--- src/rtl/mbist_pkg.sv ---
// March C- BIST shared definitions: FSM states, element table, op codes.
package mbist_pkg;

  typedef enum logic [3:0] {
    ST_IDLE, ST_M0, ST_M1, ST_M2, ST_M3,
    ST_M4, ST_M5, ST_DRAIN, ST_DONE
  } state_e;

  localparam logic OP_RD = 1'b0;
  localparam logic OP_WR = 1'b1;
  localparam int DRAIN_CYCLES = 3;

  typedef struct packed {
    logic down;
    logic two;
    logic op0;
    logic pol0;
    logic op1;
    logic pol1;
  } elem_t;

  function automatic elem_t march_elem(input state_e s);
    elem_t e;
    unique case (s)
      ST_M0: e = '{1'b0, 1'b0, OP_WR, 1'b0, OP_RD, 1'b0};
      ST_M1: e = '{1'b0, 1'b1, OP_RD, 1'b0, OP_WR, 1'b1};
      ST_M2: e = '{1'b0, 1'b1, OP_RD, 1'b1, OP_WR, 1'b0};
      ST_M3: e = '{1'b1, 1'b1, OP_RD, 1'b0, OP_WR, 1'b1};
      ST_M4: e = '{1'b1, 1'b1, OP_RD, 1'b1, OP_WR, 1'b0};
      ST_M5: e = '{1'b1, 1'b0, OP_RD, 1'b0, OP_RD, 1'b0};
      default: e = '0;
    endcase
    return e;
  endfunction

  // Encoding places M0..M5, DRAIN consecutively.
  function automatic state_e next_state(input state_e s);
    return state_e'(s + 4'd1);
  endfunction

endpackage

--- src/rtl/mbist_resp_cmp.sv ---
// March C- read checker: expected-data delay line, comparator,
// saturating fail counter and first-failure capture.
module mbist_resp_cmp #(
  parameter int DATA_WIDTH = 8,
  parameter int ADDR_WIDTH = 8,
  parameter int FAIL_CNT_W = 8
) (
  input  logic                  clk,
  input  logic                  rst_n,
  input  logic                  clr_i,
  input  logic                  vld_i,
  input  logic [ADDR_WIDTH-1:0] addr_i,
  input  logic [DATA_WIDTH-1:0] exp_i,
  input  logic [DATA_WIDTH-1:0] rdata_i,
  output logic                  fail_o,
  output logic [FAIL_CNT_W-1:0] cnt_o,
  output logic [ADDR_WIDTH-1:0] addr_o,
  output logic [DATA_WIDTH-1:0] rdata_o
);

  logic                  s2_vld_q, s3_vld_q;
  logic [ADDR_WIDTH-1:0] s2_addr_q, s3_addr_q;
  logic [DATA_WIDTH-1:0] s2_exp_q, s3_exp_q;
  logic                  fail_q;
  logic [FAIL_CNT_W-1:0] cnt_q;
  logic [ADDR_WIDTH-1:0] faddr_q;
  logic [DATA_WIDTH-1:0] frd_q;
  logic                  miss;

  assign miss = s3_vld_q && (rdata_i != s3_exp_q);

  always_ff @(posedge clk or negedge rst_n) begin
    if (!rst_n) begin
      s2_vld_q  <= 1'b0;
      s3_vld_q  <= 1'b0;
      s2_addr_q <= '0;
      s3_addr_q <= '0;
      s2_exp_q  <= '0;
      s3_exp_q  <= '0;
    end else begin
      s2_vld_q  <= vld_i;
      s3_vld_q  <= s2_vld_q;
      s2_addr_q <= addr_i;
      s3_addr_q <= s2_addr_q;
      s2_exp_q  <= exp_i;
      s3_exp_q  <= s2_exp_q;
    end
  end

  always_ff @(posedge clk or negedge rst_n) begin
    if (!rst_n) begin
      fail_q  <= 1'b0;
      cnt_q   <= '0;
      faddr_q <= '0;
      frd_q   <= '0;
    end else if (clr_i) begin
      fail_q  <= 1'b0;
      cnt_q   <= '0;
      faddr_q <= '0;
      frd_q   <= '0;
    end else if (miss) begin
      fail_q <= 1'b1;
      if (~&cnt_q) cnt_q <= cnt_q + 1'b1;
      if (!fail_q) begin
        faddr_q <= s3_addr_q;
        frd_q   <= rdata_i;
      end
    end
  end

  assign fail_o  = fail_q;
  assign cnt_o   = cnt_q;
  assign addr_o  = faddr_q;
  assign rdata_o = frd_q;

endmodule

--- src/rtl/mbist_march_ctrl.sv ---
// March C- BIST controller: FSM, address counter, S0/S1 op stages.
// Define MBIST_CHECKERBOARD_EN for a per-address checkerboard background.
module mbist_march_ctrl
  import mbist_pkg::*;
#(
  parameter int DATA_WIDTH = 8,
  parameter int ADDR_WIDTH = 8,
  parameter int CAPACITY   = 255,
  parameter int FAIL_CNT_W = 8
) (
  input  logic                  clk,
  input  logic                  rst_n,
  input  logic                  start,
  output logic                  mem_write_read,
  output logic [ADDR_WIDTH-1:0] mem_address,
  output logic [DATA_WIDTH-1:0] mem_wdata,
  input  logic [DATA_WIDTH-1:0] mem_rdata,
  output logic                  busy,
  output logic                  done,
  output logic                  fail,
  output logic [FAIL_CNT_W-1:0] fail_count,
  output logic [ADDR_WIDTH-1:0] fail_addr,
  output logic [DATA_WIDTH-1:0] fail_rdata
);

  localparam logic [ADDR_WIDTH-1:0] LAST = ADDR_WIDTH'(CAPACITY);

  state_e                state_q, state_d;
  logic [ADDR_WIDTH-1:0] addr_q, addr_d;
  logic                  ph_q, ph_d;
  logic [1:0]            drn_q, drn_d;
  logic                  busy_q, busy_d;
  logic                  done_q, done_d;
  logic                  s0_vld_q, s0_vld_d;
  logic                  s0_wr_q, s0_wr_d;
  logic [ADDR_WIDTH-1:0] s0_addr_q, s0_addr_d;
  logic [DATA_WIDTH-1:0] s0_data_q, s0_data_d;
  logic                  s1_vld_q, s1_wr_q;
  logic [ADDR_WIDTH-1:0] s1_addr_q;
  logic [DATA_WIDTH-1:0] s1_data_q;
  logic                  accept;
  logic [DATA_WIDTH-1:0] d0;
  elem_t                 el, nel;
  logic [ADDR_WIDTH-1:0] last_a;

`ifdef MBIST_CHECKERBOARD_EN
  assign d0 = {(DATA_WIDTH/2){2'b01}} ^ {DATA_WIDTH{addr_q[0]}};
`else
  assign d0 = '0;
`endif

  assign accept = start && !busy_q;

  always_comb begin
    state_d   = state_q;
    addr_d    = addr_q;
    ph_d      = ph_q;
    drn_d     = drn_q;
    busy_d    = busy_q;
    done_d    = done_q;
    s0_vld_d  = 1'b0;
    s0_wr_d   = OP_RD;
    s0_addr_d = '0;
    s0_data_d = '0;
    el        = march_elem(state_q);
    nel       = '0;
    last_a    = el.down ? '0 : LAST;
    unique case (state_q)
      ST_IDLE: ;
      ST_DONE: begin
        if (busy_q) begin
          busy_d = 1'b0;
          done_d = 1'b1;
        end
      end
      ST_DRAIN: begin
        drn_d = drn_q + 2'd1;
        if (drn_q == 2'(DRAIN_CYCLES - 1)) begin
          drn_d   = '0;
          state_d = ST_DONE;
        end
      end
      ST_M0, ST_M1, ST_M2, ST_M3, ST_M4, ST_M5: begin
        s0_vld_d  = 1'b1;
        s0_wr_d   = ph_q ? el.op1 : el.op0;
        s0_addr_d = addr_q;
        s0_data_d = d0 ^ {DATA_WIDTH{ph_q ? el.pol1 : el.pol0}};
        if (el.two && !ph_q) begin
          ph_d = 1'b1;
        end else begin
          ph_d = 1'b0;
          if (addr_q == last_a) begin
            state_d = next_state(state_q);
            nel     = march_elem(state_d);
            addr_d  = nel.down ? LAST : '0;
          end else if (el.down) begin
            addr_d = addr_q - 1'b1;
          end else begin
            addr_d = addr_q + 1'b1;
          end
        end
      end
      default: state_d = ST_IDLE;
    endcase
    if (accept) begin
      state_d = ST_M0;
      addr_d  = '0;
      ph_d    = 1'b0;
      drn_d   = '0;
      busy_d  = 1'b1;
      done_d  = 1'b0;
    end
  end

  always_ff @(posedge clk or negedge rst_n) begin
    if (!rst_n) begin
      state_q   <= ST_IDLE;
      addr_q    <= '0;
      ph_q      <= 1'b0;
      drn_q     <= '0;
      busy_q    <= 1'b0;
      done_q    <= 1'b0;
      s0_vld_q  <= 1'b0;
      s0_wr_q   <= 1'b0;
      s0_addr_q <= '0;
      s0_data_q <= '0;
      s1_vld_q  <= 1'b0;
      s1_wr_q   <= 1'b0;
      s1_addr_q <= '0;
      s1_data_q <= '0;
    end else begin
      state_q   <= state_d;
      addr_q    <= addr_d;
      ph_q      <= ph_d;
      drn_q     <= drn_d;
      busy_q    <= busy_d;
      done_q    <= done_d;
      s0_vld_q  <= s0_vld_d;
      s0_wr_q   <= s0_wr_d;
      s0_addr_q <= s0_addr_d;
      s0_data_q <= s0_data_d;
      s1_vld_q  <= s0_vld_q;
      s1_wr_q   <= s0_vld_q & s0_wr_q;
      s1_addr_q <= s0_addr_q;
      s1_data_q <= s0_data_q;
    end
  end

  // Write data leads its strobe by one cycle.
  assign mem_wdata      = s0_data_q;
  assign mem_write_read = s1_wr_q;
  assign mem_address    = s1_addr_q;
  assign busy           = busy_q;
  assign done           = done_q;

  mbist_resp_cmp #(
    .DATA_WIDTH(DATA_WIDTH),
    .ADDR_WIDTH(ADDR_WIDTH),
    .FAIL_CNT_W(FAIL_CNT_W)
  ) u_cmp (
    .clk    (clk),
    .rst_n  (rst_n),
    .clr_i  (accept),
    .vld_i  (s1_vld_q & ~s1_wr_q),
    .addr_i (s1_addr_q),
    .exp_i  (s1_data_q),
    .rdata_i(mem_rdata),
    .fail_o (fail),
    .cnt_o  (fail_count),
    .addr_o (fail_addr),
    .rdata_o(fail_rdata)
  );

endmodule
--- config.mk ---
export PLATFORM = sky130hd
export DESIGN_NAME = mbist_march_ctrl
export DESIGN_NICKNAME = d
export VERILOG_FILES = /design/src/rtl/mbist_pkg.sv /design/src/rtl/mbist_resp_cmp.sv /design/src/rtl/mbist_march_ctrl.sv
export SDC_FILE = /design/constraint.sdc
export NUM_CORES = 1
export LEC_CHECK = 0
export BUFFER_PORTS_ARGS = -buffer_cell sky130_fd_sc_hd__buf_4
export CORE_MARGIN = 4
export CORE_UTILIZATION = 50
export CTS_BUF_LIST = sky130_fd_sc_hd__clkbuf_4 sky130_fd_sc_hd__clkbuf_8 sky130_fd_sc_hd__clkbuf_16
export DETAILED_ROUTE_END_ITERATION = 16
export HOLD_SLACK_MARGIN = 0.1
export PLACE_DENSITY = 0.84
export SYNTH_ARGS = -nofsm -noshare
export SYNTH_HDL_FRONTEND = slang
export SYNTH_SLANG_ARGS = --single-unit
--- constraint.sdc ---
create_clock -name clk -period 3.8 [get_ports clk]
set_input_delay 0.76 -clock clk [delete_from_list [all_inputs] [get_ports clk]]
set_output_delay 0.76 -clock clk [all_outputs]
set_load 0.05 [all_outputs]
# Word-level counts from Yosys, hierarchy flattened
# Cells that the tools add are included.
# op_classes
n_addsub,5
eq_ne,24
n_mux,45
n_bitwise,3
n_reduce_logical,19
# ops
cell,n
$mux W8,18
$pmux W6 S6,2
$eq A4 B3 Y1 const B,7
$mux W6,3
$add A8 B1 Y8 const B,2
$eq A4 B2 Y1 const B,4
$mux W4,4
$mux W1,14
$pmux W4 S3,1
$reduce_bool A2 Y1,5
$ne A3 B3 Y1 const B,3
$eq A4 B1 Y1 const B,2
$eq A8 B8 Y1,1
$ne A8 B8 Y1,1
$reduce_and A2 Y1,4
$reduce_and A8 Y1,1
$sub A8 B1 Y8 const B,1
$mux W2,3
$ne A2 B2 Y1 const B,3
$reduce_or A6 Y1,1
$add A4 B1 Y4 const B,1
$eq A4 B4 Y1 const B,1
$logic_not A4 Y1,1
$reduce_and A4 Y1,1
other kinds (8),12
# totals
reg_bits,112
output_inout_bits,44

# Logic depth before layout (Yosys ltp)
# logic_depth
word_depth,12
ltp_mapped,12
ltp_nobuf,12

# Modules after synthesis
# Synthesis repeated with hierarchy kept, for this count alone.
# unflattened
cells_unflattened,372
hier_area_um2,4334.2
# by_module_without_submodules
mod,instances,cells_per_inst,area_each_um2,seq_area_each_um2
mbist_march_ctrl,1,225,2179.6,975.9
mbist_resp_cmp,1,147,2154.6,1476.4

# Worst setup path before layout
# OpenSTA, ideal clock, no wires.
# synth_path
path_type,register to register
startpoint,register state_q[0]
endpoint,register addr_q[7]
setup_ns,0.121
t_arrival_ns,2.540
required_time_ns,3.679
slack_ns,1.138
stages_incl_launch_ff,13
period_less_slack_ns,2.662
path_cell_list,dfrtp_1 > inv_1 > ha_1 > or3_4 > nand2_1 > inv_2 > ha_1 > nor2_1 > o21ai_0 > a2111oi_0 > o21bai_1 > o21ai_1 > o2bb2ai_1
# synth_via
elab_chain_len,11
# synth_rtl
element,line_no,rtl
"start, declared",mbist_march_ctrl.sv:28,"state_e state_q, state_d;"
"start signal, assigned",mbist_march_ctrl.sv:132,state_q <= state_d;
$add A4 B1 Y4,mbist_pkg.sv:38,return state_e'(s + 4'd1);
$eq A4 B3 Y1 (tied with other cells),mbist_pkg.sv:24,unique case (s)
$pmux W6 S6,mbist_pkg.sv:24,
$mux W6,mbist_march_ctrl.sv:92,if (addr_q == last_a) begin
$mux W6,mbist_march_ctrl.sv:88,if (el.two && !ph_q) begin
$mux W6,mbist_march_ctrl.sv:68,unique case (state_q)
$mux W8,mbist_march_ctrl.sv:95,addr_d = nel.down ? LAST : '0;
$mux W8,mbist_march_ctrl.sv:92,
$mux W8,mbist_march_ctrl.sv:88,
$mux W8,mbist_march_ctrl.sv:68,
$mux W8,mbist_march_ctrl.sv:105,if (accept) begin
"end signal, assigned",mbist_march_ctrl.sv:133,addr_q <= addr_d;
"end, declared",mbist_march_ctrl.sv:29,"logic [ADDR_WIDTH-1:0] addr_q, addr_d;"
# Several ways; a longest one is shown, not always the timed one. The select of a mux whose other input is x is not followed.
# A chain may end at the register's enable or synchronous reset.

# Worst setup path in the final report
# layout_path
startpoint,register state_q[0]
endpoint,register addr_q[4]
# The elaborated chain is that of the path after synthesis.

==> results.json <==
{
  "cts_sinks": 84,
  "final_cell_mix": "dfrtp_1, buf_4, nor2_1",
  "worst-slew-pin-transition_ns": 1.00,
  "clock.fmax_ghz": 0.327,
  "status": "finished, final reports clean",
  "yosys_warnings": 0,
  "avgSynthCellArea_um2": 11.7,
  "fin_util_pct": 61.7,
  "leakagePower_nw": 2.05,
  "arrival_ns": 3.29,
  "row_count": 30,
  "num_io_pins": 55,
  "skew_ns": 0.00845,
  "layout_commonest_cell": "dfrtp_1",
  "period_share_pct": 80.6,
  "critPathRequiredTime_ns": 4.03,
  "hold_path_class": "reg -> reg",
  "dp_hpwl_um": 4730,
  "cts_setup_buffers": 0,
  "setup-tns-final_ns": 0,
  "grt_antenna_before_repair": 0,
  "nFillCells": 531,
  "r2r_start": "state_q[0]",
  "slew_viol_final": 0,
  "synth_edf_count": 0,
  "route.detailed.drc": 0,
  "dieArea_mm2": 0.00856,
  "fp.dieH_um": 92.5,
  "die_w_um": 92.5,
  "irDropWorstVdd_v": 0.000373,
  "io_buffers": 54,
  "worst_setup_path_start_kind": "register",
  "htreeDepth": 3,
  "grt_pass1_wl_um": 11600,
  "track_usage_pct": 17.3,
  "dr.pass1.iters": 4,
  "cts_tree": "done",
  "ctsResizeCount": 0,
  "syn_to_final_growth_pct": 18.8,
  "worstHoldStart": "u_cmp.s2_addr_q[0]",
  "min_to": "u_cmp.s3_addr_q[0]",
  "synth_ff_type": "dfrtp_1",
  "ys_ff_latch": 84,
  "cts-root-buf": "clkbuf_8",
  "clockBufferDepth": 2,
  "synth-seq-area-share_pct": 58.9,
  "finalNetCount": 376,
  "drive_gt1_share_pct": 23.5,
  "regToRegSetupSlack_ns": 0.74,
  "path_clk_slew_ns": 0.08,
  "synth_area_mm2": 0.00357,
  "drt-initial-drc-count": 127,
  "gr-total-overflow": 0,
  "coreArea_mm2": 0.00687,
  "holdBufCountCts": 0,
  "finalCriticalPeriod_ns": 3.06,
  "cap_violations": 0,
  "rr_worst_depth": 10,
  "setup_violations": 0,
  "routed_wl_um": 6870,
  "worstSetupEndpointType": "register",
  "cp_max_fo": 12,
  "hold_viol": 0,
  "drtAntennaViolNets": 0,
  "syn-num-nets": 326,
  "gp_congestion": 0.850,
  "antenna_cells": 0,
  "first_global_vias": 2430,
  "hold_path_depth": 0,
  "relSlewSlack_pct": 33.1,
  "wl_per_cell_um": 15.0,
  "start_util_pct": 52.0,
  "powerDensity_mw_per_mm2": 917,
  "cts_buffers": 9,
  "num_vias": 2500,
  "path_class": "reg -> reg",
  "vias_per_cell": 5.47,
  "synth-async-reset-ratio_pct": 100,
  "insertion_delay_ns": 0.36,
  "grt_setup_unrepaired": "no",
  "ys_types": 55,
  "grt_max_degree": 85,
  "synthCells": 306,
  "r2r-end": "addr_q[4]"
}
[per-layer routing]
metal	share of wire (%)	GRT usage, %	vias up
met5	0	0	-
met4	1.5	6.56	0
met3	5.7	5.28	13
li1	-	-	1184
met2	49	28.5	70
met1	44	21.6	1233
[worst max-delay path, cell delays in order (launching register included)]
cell,delay (ns)
dfrtp_1,0.43
inv_1,0.13
ha_1,0.26
or3_4,0.42
nand2_1,0.22
inv_2,0.13
ha_1,0.31
o211a_1,0.39
a211o_1,0.39
o21ai_1,0.13
o2bb2ai_1,0.13
[cells in the mapped netlist, drive strengths merged, types with 3 or more instances]
cell	n	share of area, %
nor2	32	3.6
clkbuf	4	0.42
nor3	6	0.84
ha	9	3.2
nor2b	7	1.2
a21oi	15	2.2
nand2	16	1.7
nand3	10	1.4
xor2	6	1.5
inv	9	0.95
xnor2	3	0.74
o21ai	9	1.3
a22o	16	3.9
o2bb2ai	3	0.74
mux2i	3	0.84
or3	3	0.67
nand4	3	0.53
and2	11	1.9
a31oi	6	1.1
buf	14	2.8
nor3b	3	0.63
dfrtp	84	59
[power by group]
part | internal [mW] | switching, mW | total [mW]
clock network | 0.394 | 0.326 | 0.719
registers | 1.17 | 0.225 | 1.39
logic | 0.606 | 1.18 | 1.78
total | 2.16 | 1.73 | 3.89
[worst max-delay path by stage]
stage | depth (start not counted) | start | to
floorplan | 12 | state_q[0] | addr_q[7]
global placement | 10 | state_q[0] | addr_q[7]
detailed placement | 10 | state_q[0] | addr_q[5]
CTS | 10 | state_q[0] | addr_q[5]
global route | 12 | state_q[0] | addr_q[7]
finish | 10 | state_q[0] | addr_q[4]
[logic make-up after synthesis]
| logic type | after synthesis | synth area share, % |
|---|---|---|
| AOI/OAI and AO/OA | 72 | 15.2 |
| xor gates and xnor gates | 9 | 2.21 |
| adders and majority gates | 9 | 3.15 |
| buffers and inverters | 27 | 4.14 |
| DFF | 84 | 58.9 |
| muxes | 4 | 1.47 |
| and+or+nand+nor | 101 | 14.9 |
[stage by stage]
step	total power [mW]	setup slack, ns	cells	hold WS [ns]	area [um2]
floorplan	2.74	1.14	306	0.331	3570
global placement	3.12	0.934	441	0.331	4010
detailed placement	3.18	0.777	441	0.335	4010
CTS	3.92	0.762	457	0.351	4240
global route	4.13	0.437	457	0.361	4240
finish	3.89	0.737	457	0.350	4240
[flip-flops by register name (all words and copies together), names as in the netlist, 2 cells and up]
name,flops
u_cmp.rdata_o,8
u_cmp.s3_addr_q,8
s0_addr_q,8
mem_address,8
drn_q,2
u_cmp.addr_o,8
state_q,4
u_cmp.s2_addr_q,8
addr_q,8
u_cmp.cnt_o,8
[cell type report]
class	count	area, um2	area share [%]
clock buffer	10	138	3.24
clock inverter	6	93.8	2.21
inverter	9	33.8	0.796
multi-input combinational	195	1330	31.3
sequential	84	2100	49.6
tap	96	120	2.83
timing repair buffer	57	428	10.1
(Power assumes the default switching activity.)
